[config.mk]
export PLATFORM = sky130hd
export DESIGN_NAME = himax_strobe_ctrl_flat
export DESIGN_NICKNAME = d
export VERILOG_FILES = /design/src/rtl/himax_strobe_ctrl_if.sv /design/src/rtl/himax_strobe_ctrl.sv /design/src/flat_wrapper.sv
export SDC_FILE = /design/constraint.sdc
export NUM_CORES = 1
export LEC_CHECK = 0
export CAP_MARGIN = 10
export CELL_PAD_IN_SITES_DETAIL_PLACEMENT = 1
export CELL_PAD_IN_SITES_GLOBAL_PLACEMENT = 2
export CORE_MARGIN = 5
export CORE_UTILIZATION = 35
export DETAILED_ROUTE_END_ITERATION = 6
export PLACE_DENSITY = 0.81
export SETUP_SLACK_MARGIN = 0.5
export SYNTH_ARGS = -nofsm -noshare
export SYNTH_HDL_FRONTEND = slang
export SYNTH_SLANG_ARGS = --single-unit
export TNS_END_PERCENT = 5
[constraint.sdc]
create_clock -name clk -period 2.6 [get_ports clk]
set_input_delay 0.52 -clock clk [delete_from_list [all_inputs] [get_ports clk]]
set_output_delay 0.52 -clock clk [all_outputs]
set_load 0.1 [all_outputs]
[src/rtl/himax_strobe_ctrl_if.sv]
// -----------------------------------------------------------------------------
// himax_strobe_ctrl_if
//   Groups the signals between the frame-level strobe controller and its
//   surroundings. These are camera VS, enable, the classifier detection
//   results, the strobe/mode outputs, and a debug view of the FSM state.
//
//   Handshake: i_det_valid is a single-cycle qualifier with no ready/back-
//   pressure. A result is consumed in every cycle i_det_valid is high, and
//   i_det_hit is meaningful only in those cycles.
//
//   Modports
//     master : environment side (drives inputs, observes outputs)
//     slave  : controller side (himax_strobe_ctrl)
// -----------------------------------------------------------------------------
interface himax_strobe_ctrl_if;
   logic        i_vs;
   logic        i_enable;
   logic        i_det_valid;
   logic        i_det_hit;
   logic        o_strobe_req;
   logic        o_search;
   logic        o_lit_frame;
   logic [15:0] o_frame_cnt;
   logic        o_vs_lost;
   logic [1:0]  dbg_state;

   modport master (
      output i_vs, i_enable, i_det_valid, i_det_hit,
      input  o_strobe_req, o_search, o_lit_frame, o_frame_cnt, o_vs_lost, dbg_state
   );

   modport slave (
      input  i_vs, i_enable, i_det_valid, i_det_hit,
      output o_strobe_req, o_search, o_lit_frame, o_frame_cnt, o_vs_lost, dbg_state
   );
endinterface

[src/rtl/himax_strobe_ctrl.sv]
// -----------------------------------------------------------------------------
// himax_strobe_ctrl
//   Frame-level IR strobe controller. On each VS falling edge (fe) it decides
//   whether the next frame period is lit (o_strobe_req), and whether the
//   strobe runs short/search or full (o_search). It also reports which
//   delivered frame was lit (o_lit_frame). Hand-detection results steer the
//   FSM between SEARCH and TRACK. A VS watchdog kills the strobe when frames
//   stop arriving.
//
//   Ports
//     clk     : system clock
//     resetn  : synchronous active-low reset
//     bus     : himax_strobe_ctrl_if.slave
//               in : i_vs (async), i_enable, i_det_valid, i_det_hit
//               out: o_strobe_req, o_search, o_lit_frame, o_frame_cnt[15:0],
//                    o_vs_lost, dbg_state[1:0] (0 IDLE, 1 SEARCH, 2 TRACK)
// -----------------------------------------------------------------------------
module himax_strobe_ctrl #(
   parameter logic [7:0]  HIT_LIMIT  = 8'd2,
   parameter logic [7:0]  MISS_LIMIT = 8'd8,
   parameter logic [23:0] VS_TIMEOUT = 24'd4_000_000
) (
   input  logic               clk,
   input  logic               resetn,
   himax_strobe_ctrl_if.slave bus
);

   typedef enum logic [1:0] {
      ST_IDLE   = 2'd0,
      ST_SEARCH = 2'd1,
      ST_TRACK  = 2'd2
   } state_t;

   state_t      state_q, state_d;
   logic [2:0]  vs_q, vs_d;
   logic        phase_q, phase_d;
   logic [7:0]  hit_cnt_q, hit_cnt_d;
   logic [7:0]  miss_cnt_q, miss_cnt_d;
   logic [23:0] wd_q, wd_d;
   logic        strobe_req_q, strobe_req_d;
   logic        search_q, search_d;
   logic        lit_frame_q, lit_frame_d;
   logic [15:0] frame_cnt_q, frame_cnt_d;
   logic        vs_lost_q, vs_lost_d;

   logic        fe;
   logic        det_hit, det_miss;
   logic [7:0]  hit_cnt_n, miss_cnt_n;

   always_comb begin
      // The first two stages of vs_q also synchronise the asynchronous VS.
      // The edge uses the same taps as the downstream strobe timer so both
      // blocks see fe in the same cycle.
      vs_d = {vs_q[1:0], bus.i_vs};
      fe   = (vs_q[2:1] == 2'b10);

      det_hit  = bus.i_det_valid &  bus.i_det_hit;
      det_miss = bus.i_det_valid & ~bus.i_det_hit;

      // Counter values including a result landing in this very cycle, so a
      // result coincident with fe counts toward that boundary's decision.
      hit_cnt_n  = det_hit  ? ((hit_cnt_q  == 8'hFF) ? hit_cnt_q  : hit_cnt_q  + 8'd1)
                 : det_miss ? 8'd0 : hit_cnt_q;
      miss_cnt_n = det_miss ? ((miss_cnt_q == 8'hFF) ? miss_cnt_q : miss_cnt_q + 8'd1)
                 : det_hit  ? 8'd0 : miss_cnt_q;

      state_d = state_q;
      phase_d = phase_q;
      if (fe) begin
         if (!bus.i_enable) begin
            state_d = ST_IDLE;
         end else if (state_q == ST_IDLE) begin
            state_d = ST_SEARCH;
         end else if (state_q == ST_SEARCH && hit_cnt_n >= HIT_LIMIT) begin
            state_d = ST_TRACK;
         end else if (state_q == ST_TRACK && miss_cnt_n >= MISS_LIMIT) begin
            state_d = ST_SEARCH;
         end
         // Phase only runs while active; leaving IDLE always restarts it at 0.
         phase_d = (state_q == ST_IDLE) ? 1'b0 : ~phase_q;
      end

      hit_cnt_d  = hit_cnt_n;
      miss_cnt_d = miss_cnt_n;
      if (state_d != state_q || state_q == ST_IDLE) begin
         hit_cnt_d  = 8'd0;
         miss_cnt_d = 8'd0;
      end

      // Watchdog counts cycles since the last fe and parks at the limit.
      if (fe) begin
         wd_d = 24'd0;
      end else if (wd_q >= VS_TIMEOUT) begin
         wd_d = VS_TIMEOUT;
      end else begin
         wd_d = wd_q + 24'd1;
      end
      // On fe wd_d is 0, so the flag drops exactly at the recovering edge.
      vs_lost_d = (wd_d == VS_TIMEOUT);

      strobe_req_d = strobe_req_q;
      search_d     = search_q;
      lit_frame_d  = lit_frame_q;
      frame_cnt_d  = frame_cnt_q;
      if (fe) begin
         strobe_req_d = (state_d != ST_IDLE) & phase_d & ~vs_lost_d;
         search_d     = (state_d != ST_TRACK);
         // Delivered frame was exposed during the period that just ended.
         lit_frame_d  = strobe_req_q;
         if (bus.i_enable) begin
            frame_cnt_d = frame_cnt_q + 16'd1;
         end
      end else if (vs_lost_d) begin
         strobe_req_d = 1'b0;
      end
   end

   always_ff @(posedge clk) begin
      if (!resetn) begin
         state_q      <= ST_IDLE;
         vs_q         <= 3'b111;
         phase_q      <= 1'b0;
         hit_cnt_q    <= 8'd0;
         miss_cnt_q   <= 8'd0;
         wd_q         <= 24'd0;
         strobe_req_q <= 1'b0;
         search_q     <= 1'b1;
         lit_frame_q  <= 1'b0;
         frame_cnt_q  <= 16'd0;
         vs_lost_q    <= 1'b0;
      end else begin
         state_q      <= state_d;
         vs_q         <= vs_d;
         phase_q      <= phase_d;
         hit_cnt_q    <= hit_cnt_d;
         miss_cnt_q   <= miss_cnt_d;
         wd_q         <= wd_d;
         strobe_req_q <= strobe_req_d;
         search_q     <= search_d;
         lit_frame_q  <= lit_frame_d;
         frame_cnt_q  <= frame_cnt_d;
         vs_lost_q    <= vs_lost_d;
      end
   end

   assign bus.o_strobe_req = strobe_req_q;
   assign bus.o_search     = search_q;
   assign bus.o_lit_frame  = lit_frame_q;
   assign bus.o_frame_cnt  = frame_cnt_q;
   assign bus.o_vs_lost    = vs_lost_q;
   assign bus.dbg_state    = state_q;

endmodule
[src/flat_wrapper.sv]
// flat-port wrapper written by rule: the top's interface ports become plain ports
module himax_strobe_ctrl_flat 
#(
   parameter logic [7:0]  HIT_LIMIT  = 8'd2,
   parameter logic [7:0]  MISS_LIMIT = 8'd8,
   parameter logic [23:0] VS_TIMEOUT = 24'd4_000_000
)
  (clk, resetn, bus_i_vs, bus_i_enable, bus_i_det_valid, bus_i_det_hit, bus_o_strobe_req, bus_o_search, bus_o_lit_frame, bus_o_frame_cnt, bus_o_vs_lost, bus_dbg_state);
  himax_strobe_ctrl_if bus_i ();
  input  logic clk;
  input  logic resetn;
  input wire logic [$bits(bus_i.i_vs)-1:0] bus_i_vs;
  input wire logic [$bits(bus_i.i_enable)-1:0] bus_i_enable;
  input wire logic [$bits(bus_i.i_det_valid)-1:0] bus_i_det_valid;
  input wire logic [$bits(bus_i.i_det_hit)-1:0] bus_i_det_hit;
  output wire logic [$bits(bus_i.o_strobe_req)-1:0] bus_o_strobe_req;
  output wire logic [$bits(bus_i.o_search)-1:0] bus_o_search;
  output wire logic [$bits(bus_i.o_lit_frame)-1:0] bus_o_lit_frame;
  output wire logic [$bits(bus_i.o_frame_cnt)-1:0] bus_o_frame_cnt;
  output wire logic [$bits(bus_i.o_vs_lost)-1:0] bus_o_vs_lost;
  output wire logic [$bits(bus_i.dbg_state)-1:0] bus_dbg_state;
  assign bus_i.i_vs = bus_i_vs;
  assign bus_i.i_enable = bus_i_enable;
  assign bus_i.i_det_valid = bus_i_det_valid;
  assign bus_i.i_det_hit = bus_i_det_hit;
  assign bus_o_strobe_req = bus_i.o_strobe_req;
  assign bus_o_search = bus_i.o_search;
  assign bus_o_lit_frame = bus_i.o_lit_frame;
  assign bus_o_frame_cnt = bus_i.o_frame_cnt;
  assign bus_o_vs_lost = bus_i.o_vs_lost;
  assign bus_dbg_state = bus_i.dbg_state;
  himax_strobe_ctrl #(.HIT_LIMIT(HIT_LIMIT), .MISS_LIMIT(MISS_LIMIT), .VS_TIMEOUT(VS_TIMEOUT)) u_core (.clk(clk), .resetn(resetn), .bus(bus_i));
endmodule
==> reports/results.ini, run 1 <==
[floorplanning]
die_w_um = 111
rows = 36
die_area_sq_um = 12200
core-area_sq_um = 9820
die_y_um = 111
ios = 28
start_util_pct = 36.1

[timing]
hold_slack_ps = 414
fin_crit_sh_pct = 83.6
worst_slew_pin_slew_ps = 601
finalHoldViolations = 0
clock_skew_ps = 9.57
rsz0062_at_grt = true
fmax_mhz = 460
setup_viol = 0
fin_ws_ps = 426
period_minus_slack_ps = 2170
slew_headroom_pct = 59.6
drv_slew = 0

[cts]
cts_buffers = 9
clk_pin_slew_worst_paths_ps = 80
cts_tree = done
root_buffer = clkbuf_8
cts_max_level = 3
clock_sinks = 66
clk_latency_ps = 360
clockBufferDepth = 2

[final_layout]
final_cell_mix = buf_4 (70), dfxtp_1 (45), nand2_1 (39)
design_area_sq_um = 4530
nFillCells = 1215
seq_area_sq_um = 1360
multi_input_area_sq_um = 2210
drive_gt1_share_pct = 29.0
syn2layout_area_growth_pct = 28.1
num_antenna_cells = 0
layout_commonest_cell = buf_4
fin_cells = 623
nets = 496

[pwr]
p_per_area_nw_per_um2 = 448
leakage_uw = 0.00168
pwr-share-seq_pct = 51.3
power_switching_uw = 514
p_comb_share_pct = 6.8
ir_drop_v = 0.000265
p_sw_share_pct = 25.3
p_int_uw = 1520
clkPwrFrac_pct = 41.9

[place]
dp_cells = 592
dpl_worst_slack_ps = -377
gp_congestion = 0.829
dpl-instance-area_sq_um = 4070
io_buffers = 27
dp_hpwl_mm = 6.69

[route]
wl_per_cell_um = 15.5
detail-route-antenna-nets = 0
drt-initial-drc-count = 135
vias = 3255
vias_per_cell = 5.22
drt-pass1-iter-count = 4
drt-total-wl_mm = 9.68
drc_errors = 0

[setup_path]
cp_top_family = simple AND/OR/NAND/NOR gates
crit_required_ps = 2880
crit_path_end_kind = flop
crit_buf_inv = 2
critPathMostFrequentCell = buf_4
r2r_end = u_core.miss_cnt_q[4]
crit_chain = ha_4, and3_4, a21oi_1, a311oi_1, buf_4, nand2_1, o31ai_4, buf_4, nand3_4, nor3b_2
r2r_setup_slack_ps = 430
startpoint_type = flop
worst-r2r-cell-count = 10
slowest_stage = dfxtp_4
r2r_start = u_core.hit_cnt_q[1]
cpPeakStageDelay_ps = 380
cp.depth = 10
cp_max_fo = 6
crit_arrival_ps = 2450
worstSetupPathType = flop to flop

[outcome]
outcome = complete, no violations

[synthesis]
synthArstFlopShare_pct = 0
avgSynthCellArea_sq_um = 8.41
seq_area_frac_synth_pct = 37.3
syn_inst = 421
synth_ff_type = dfxtp_1
synth-seq-cells = 66
ys.warnings.count = 0
synth_cell_type_count = 65
synth_area_sq_um = 3540
synth-edff-count = 0

[hold_path]
min_path_cells = 1
holdCritStartpoint = u_core.vs_q[0]
min_to = u_core.vs_q[1]
hold_class = flop to flop

[grt]
globalRouteOverflowTotal = 0
grt_usage_pct = 16.8
grt_pass1_wl_mm = 17.0
grt_max_degree = 31
grt_pass1_vias = 3452
grt_antenna_before_repair = 0

[job]
max_cap_viol_count = 0

-- metal layers --
layer | GRT usage, % | routed length [um]
met4 | 7.14 | 165
met3 | 4.65 | 335
met5 | 0 | 0
met2 | 27.3 | 4700
met1 | 20.7 | 4480
-- cells by family after synthesis --
group | after synthesis | synth area share (%)
AND/OR/NAND/NOR | 202 | 31.4
flip-flops | 66 | 37.3
other | 1 | 0.106
adder cells (fa/ha/maj) | 5 | 1.77
multiplexers | 4 | 1.20
AO/OA/AOI/OAI | 74 | 14.6
buffers and inverters | 32 | 4.52
XOR/XNOR | 37 | 9.15
-- area by class of cell --
| cell class | instances | share of cell area, % |
|---|---|---|
| Clock inverter | 5 | 1.21 |
| Clock buffer | 11 | 2.90 |
| Multi-Input combinational cell | 325 | 48.7 |
| Timing Repair Buffer | 77 | 13.1 |
| Inverter | 6 | 0.497 |
| Tap cell | 133 | 3.67 |
| Sequential cell | 66 | 30.0 |
-- state kept, by name, summed over array words and instances (netlist names) --
name                     flops
u_core.bus.dbg_state         2
u_core.bus.o_frame_cnt      16
u_core.bus.o_lit_frame       1
u_core.bus.o_search          1
u_core.bus.o_strobe_req      1
u_core.bus.o_vs_lost         1
u_core.hit_cnt_q             8
u_core.miss_cnt_q            8
u_core.phase_q               1
u_core.vs_q                  3
u_core.wd_q                 24
-- how the worst max path moves through the flow --
stage                     slack (ps)                       from                         end
after global routing             220        u_core.hit_cnt_q[1]        u_core.miss_cnt_q[4]
after CTS                        470        u_core.hit_cnt_q[1]         u_core.hit_cnt_q[7]
final                            430        u_core.hit_cnt_q[1]        u_core.miss_cnt_q[4]
after floorplan                  460  u_core.bus.o_frame_cnt[3]  u_core.bus.o_frame_cnt[14]
after detailed placement        -380            bus_i_det_valid        u_core.miss_cnt_q[6]
after global placement          -280            bus_i_det_valid        u_core.miss_cnt_q[6]
-- stage by stage --
| stage | total power, uW | utilization (%) | setup TNS [ps] |
|---|---|---|---|
| finish | 2030 | 46.2 | 0 |
| global route | 2130 | 46.2 | 0 |
| CTS | 2070 | 46.1 | 0 |
| detailed placement | 1200 | 41.4 | -4670 |
| global placement | 1200 | 41.4 | -4190 |
| floorplan | 1150 | - | 0 |
-- cells in the mapped netlist, drive strengths merged (7+ instances only) --
master / number / share of area [%]
and4: 8 / 2.1
xnor2: 22 / 5.4
nor3b: 7 / 1.6
xor2: 15 / 3.7
o21ai: 10 / 1.4
nor2: 36 / 3.8
dfxtp: 66 / 37
and2: 20 / 3.5
nand2b: 7 / 1.2
buf: 10 / 2.1
nand4: 19 / 3.4
nand3: 26 / 3.8
a21oi: 20 / 2.9
a31oi: 7 / 1.2
nand2: 39 / 4.1
clkbuf: 16 / 1.8
and3: 17 / 3.0
-- power groups by stage --
stage               combinational [uW]  sequential, uW  clock [uW]
floorplan                         70.1            1080           0
global placement                   127            1070           0
detailed placement                 129            1070           0
CTS                                138            1040         887
global route                       151            1040         933
finish                             138            1040         850
-- worst register-to-register path: stages (launching register included) --
cell and delay [ps]:
dfxtp_4 380, ha_4 180, and3_4 200, a21oi_1 80, a311oi_1 220, buf_4 160, nand2_1 100, o31ai_4 280
buf_4 160, nand3_4 120, nor3b_2 220
-- what timing repair did --
action / 4_1_cts / 5_1_grt
gates resized for setup: 53 / 0
hold endpoints to repair: 0 / 0
setup endpoints to repair: 21 / 28
hold buffers: 0 / 0
gates cloned: 1 / 0
buffers inserted: 13 / 1
pin swaps: 19 / 3
Power figures use the tool's default switching activity.
==> run 2: changes to the inputs <==
Settings changed: CORE_UTILIZATION 35 to 32, PLACE_DENSITY 0.81 to 0.78.
Clock period 2.6 ns to 1.95 ns, I/O delays scaled along.
==> run 2 against run 1 <==
  * The run now ends with setup timing left
  * Clock skew increased by 6.9 ps
  * Sequential power increased by 33%
  * Die area increased by 8.5%
  * Sequential cell count unchanged
  * Design area increased by 20%
  * Critical path depth unchanged
  * Utilization increased by 4.1 points
  * First-iteration DRC count increased by 27%
  * Sequential share of layout area decreased by 4.5 points
  * Power increased by 43%
  * Fmax decreased by 0.72%
  * Critical endpoint unchanged
  * Largest cell class unchanged
  * Highest routed layer unchanged
==> reports/results.ini, run 2 (same netlist as run 1, synthesis figures left out) <==
[outcome]
outcome = finished, violations left
violations = setup timing

[timing]
drv_slew = 0
finalHoldViolations = 0
fin_tns_setup_ps = -3780
rsz0062_at_grt = true
hold_slack_ps = 419
clock_skew_ps = 16.5
period_minus_slack_ps = 2190
setup_viol = 20
fin_ws_ps = -239
fin_crit_sh_pct = 112
fmax_mhz = 457

[setup_path]
crit_required_ps = 2240
slowest_stage = a311o_1
critPathMostFrequentCell = buf_4
crit_arrival_ps = 2480
crit_buf_inv = 2
worstSetupPathType = flop to flop
crit_path_end_kind = flop
cp_max_fo = 6
cp_top_family = compound AO/OA/AOI/OAI gates
r2r_setup_slack_ps = -240
startpoint_type = flop
cpPeakStageDelay_ps = 380
crit_chain = ha_4, nand4_1, nor3b_1, a311oi_1, a311o_1, o31ai_4, buf_4, nand3_4, buf_4, nor3b_2

[pwr]
p_int_uw = 2200
power_switching_uw = 697
ir_drop_v = 0.000611
clkPwrFrac_pct = 44.7
p_sw_share_pct = 24.0
p_comb_share_pct = 7.6
p_per_area_nw_per_um2 = 532
pwr-share-seq_pct = 47.7
leakage_uw = 0.00214

[cts]
clk_pin_slew_worst_paths_ps = 80
cts_tree = done
cts_max_level = 3
clock_sinks = 66
clockBufferDepth = 2
root_buffer = clkbuf_8
clk_latency_ps = 360
cts_buffers = 9
cts_hold_buf = 0

[grt]
globalRouteOverflowTotal = 0
grt_antenna_before_repair = 0
grt_pass1_wl_mm = 18.2
grt_max_degree = 21
grt_usage_pct = 17.1
grt_pass1_vias = 3825

[final_layout]
final_cell_mix = buf_4 (114), nand2_1 (35), nor2_1 (31)
nets = 562
fin_cells = 696
syn2layout_area_growth_pct = 54.0
layout_commonest_cell = buf_4
largest_register_ffs = 24
top_register = u_core.wd_q
num_antenna_cells = 0
drive_gt1_share_pct = 46.8

[route]
wl_per_cell_um = 16.2
drt-total-wl_mm = 11.3
vias_per_cell = 5.19
drt-initial-drc-count = 171
drt-pass1-iter-count = 4
detail-route-antenna-nets = 0
drc_errors = 0
vias = 3613

[floorplanning]
die_area_sq_um = 13300
die_w_um = 115
die_y_um = 115
ios = 28
start_util_pct = 32.7
rows = 38
core-area_sq_um = 10800

[place]
dp_cells = 665
gp_congestion = 0.789
io_buffers = 27
dp_hpwl_mm = 7.99

[hold_path]
hold_class = flop to flop

[job]
max_cap_viol_count = 0

[run 2: changes by cell type in the layout (fill, tap and decap cells not counted), moves of 5 or more]
cell,before,now
and3_1,13,8
and3_4,3,8
buf_12,0,5
buf_4,70,114
buf_6,2,16
dfxtp_1,45,28
dfxtp_2,16,30
nand3_1,24,18
[run 2: layout make-up]
| type | count | area, sq um |
|---|---|---|
| well taps | 140 | 175 |
| inverters | 6 | 22.5 |
| clock buffers | 13 | 181 |
| multi-input cells | 324 | 2400 |
| clock inverters | 3 | 43.8 |
| repair buffers | 144 | 1240 |
| fillers | 1252 | 5390 |
| flip-flops and latches | 66 | 1390 |
[run 2: timing repair]
item | in CTS | in global routing
cloned | 0 | 0
endpoints found under the setup margin | 59 | 59
resized for setup | 73 | 33
setup buffers | 12 | 3
pin swaps | 57 | 33
[run 2: path summary, 6_finish.rpt]
kind / from / to / cells after the start
min reg2reg: u_core.vs_q[0] / u_core.vs_q[1] / 1
min: u_core.vs_q[0] / u_core.vs_q[1] / 1
max reg2reg: u_core.hit_cnt_q[0] / u_core.miss_cnt_q[4] / 10
max: u_core.hit_cnt_q[0] / u_core.miss_cnt_q[4] / 10
[run 2: worst reg2reg max path, cell delays in order, from the launching register on]
cell,delay (ps)
dfxtp_4,360
ha_4,180
nand4_1,130
nor3b_1,250
a311oi_1,80
a311o_1,380
o31ai_4,200
buf_4,150
nand3_4,90
buf_4,160
nor3b_2,140
[run 2: stage by stage]
stage                     setup slack, ps  utilization (%)  total power (uW)  area (sq um)
after floorplan                      22.6                -              1530          3660
after global placement               -693             43.7              1610          4730
after CTS                            -254             49.0              2930          5310
after global routing                 -367             50.3              3030          5450
after detailed placement             -751             43.7              1610          4730
final                                -239             50.3              2900          5450
[run 2: power by group through the flow]
stage	clock network (uW)	logic [uW]	registers (uW)
after CTS	1330	218	1380
after detailed placement	0	201	1410
after global routing	1400	239	1390
after floorplan	0	96.6	1430
final	1300	221	1380
after global placement	0	196	1410
[run 2: layer usage]
| metal | vias to the layer above | global-route usage (%) | wire (um) |
|---|---|---|---|
| met5 | - | 0 | 0 |
| met4 | 0 | 5.56 | 201 |
| met3 | 19 | 3.11 | 232 |
| met2 | 36 | 31.2 | 6050 |
| met1 | 1794 | 20.1 | 4820 |
| li1 | 1764 | - | - |
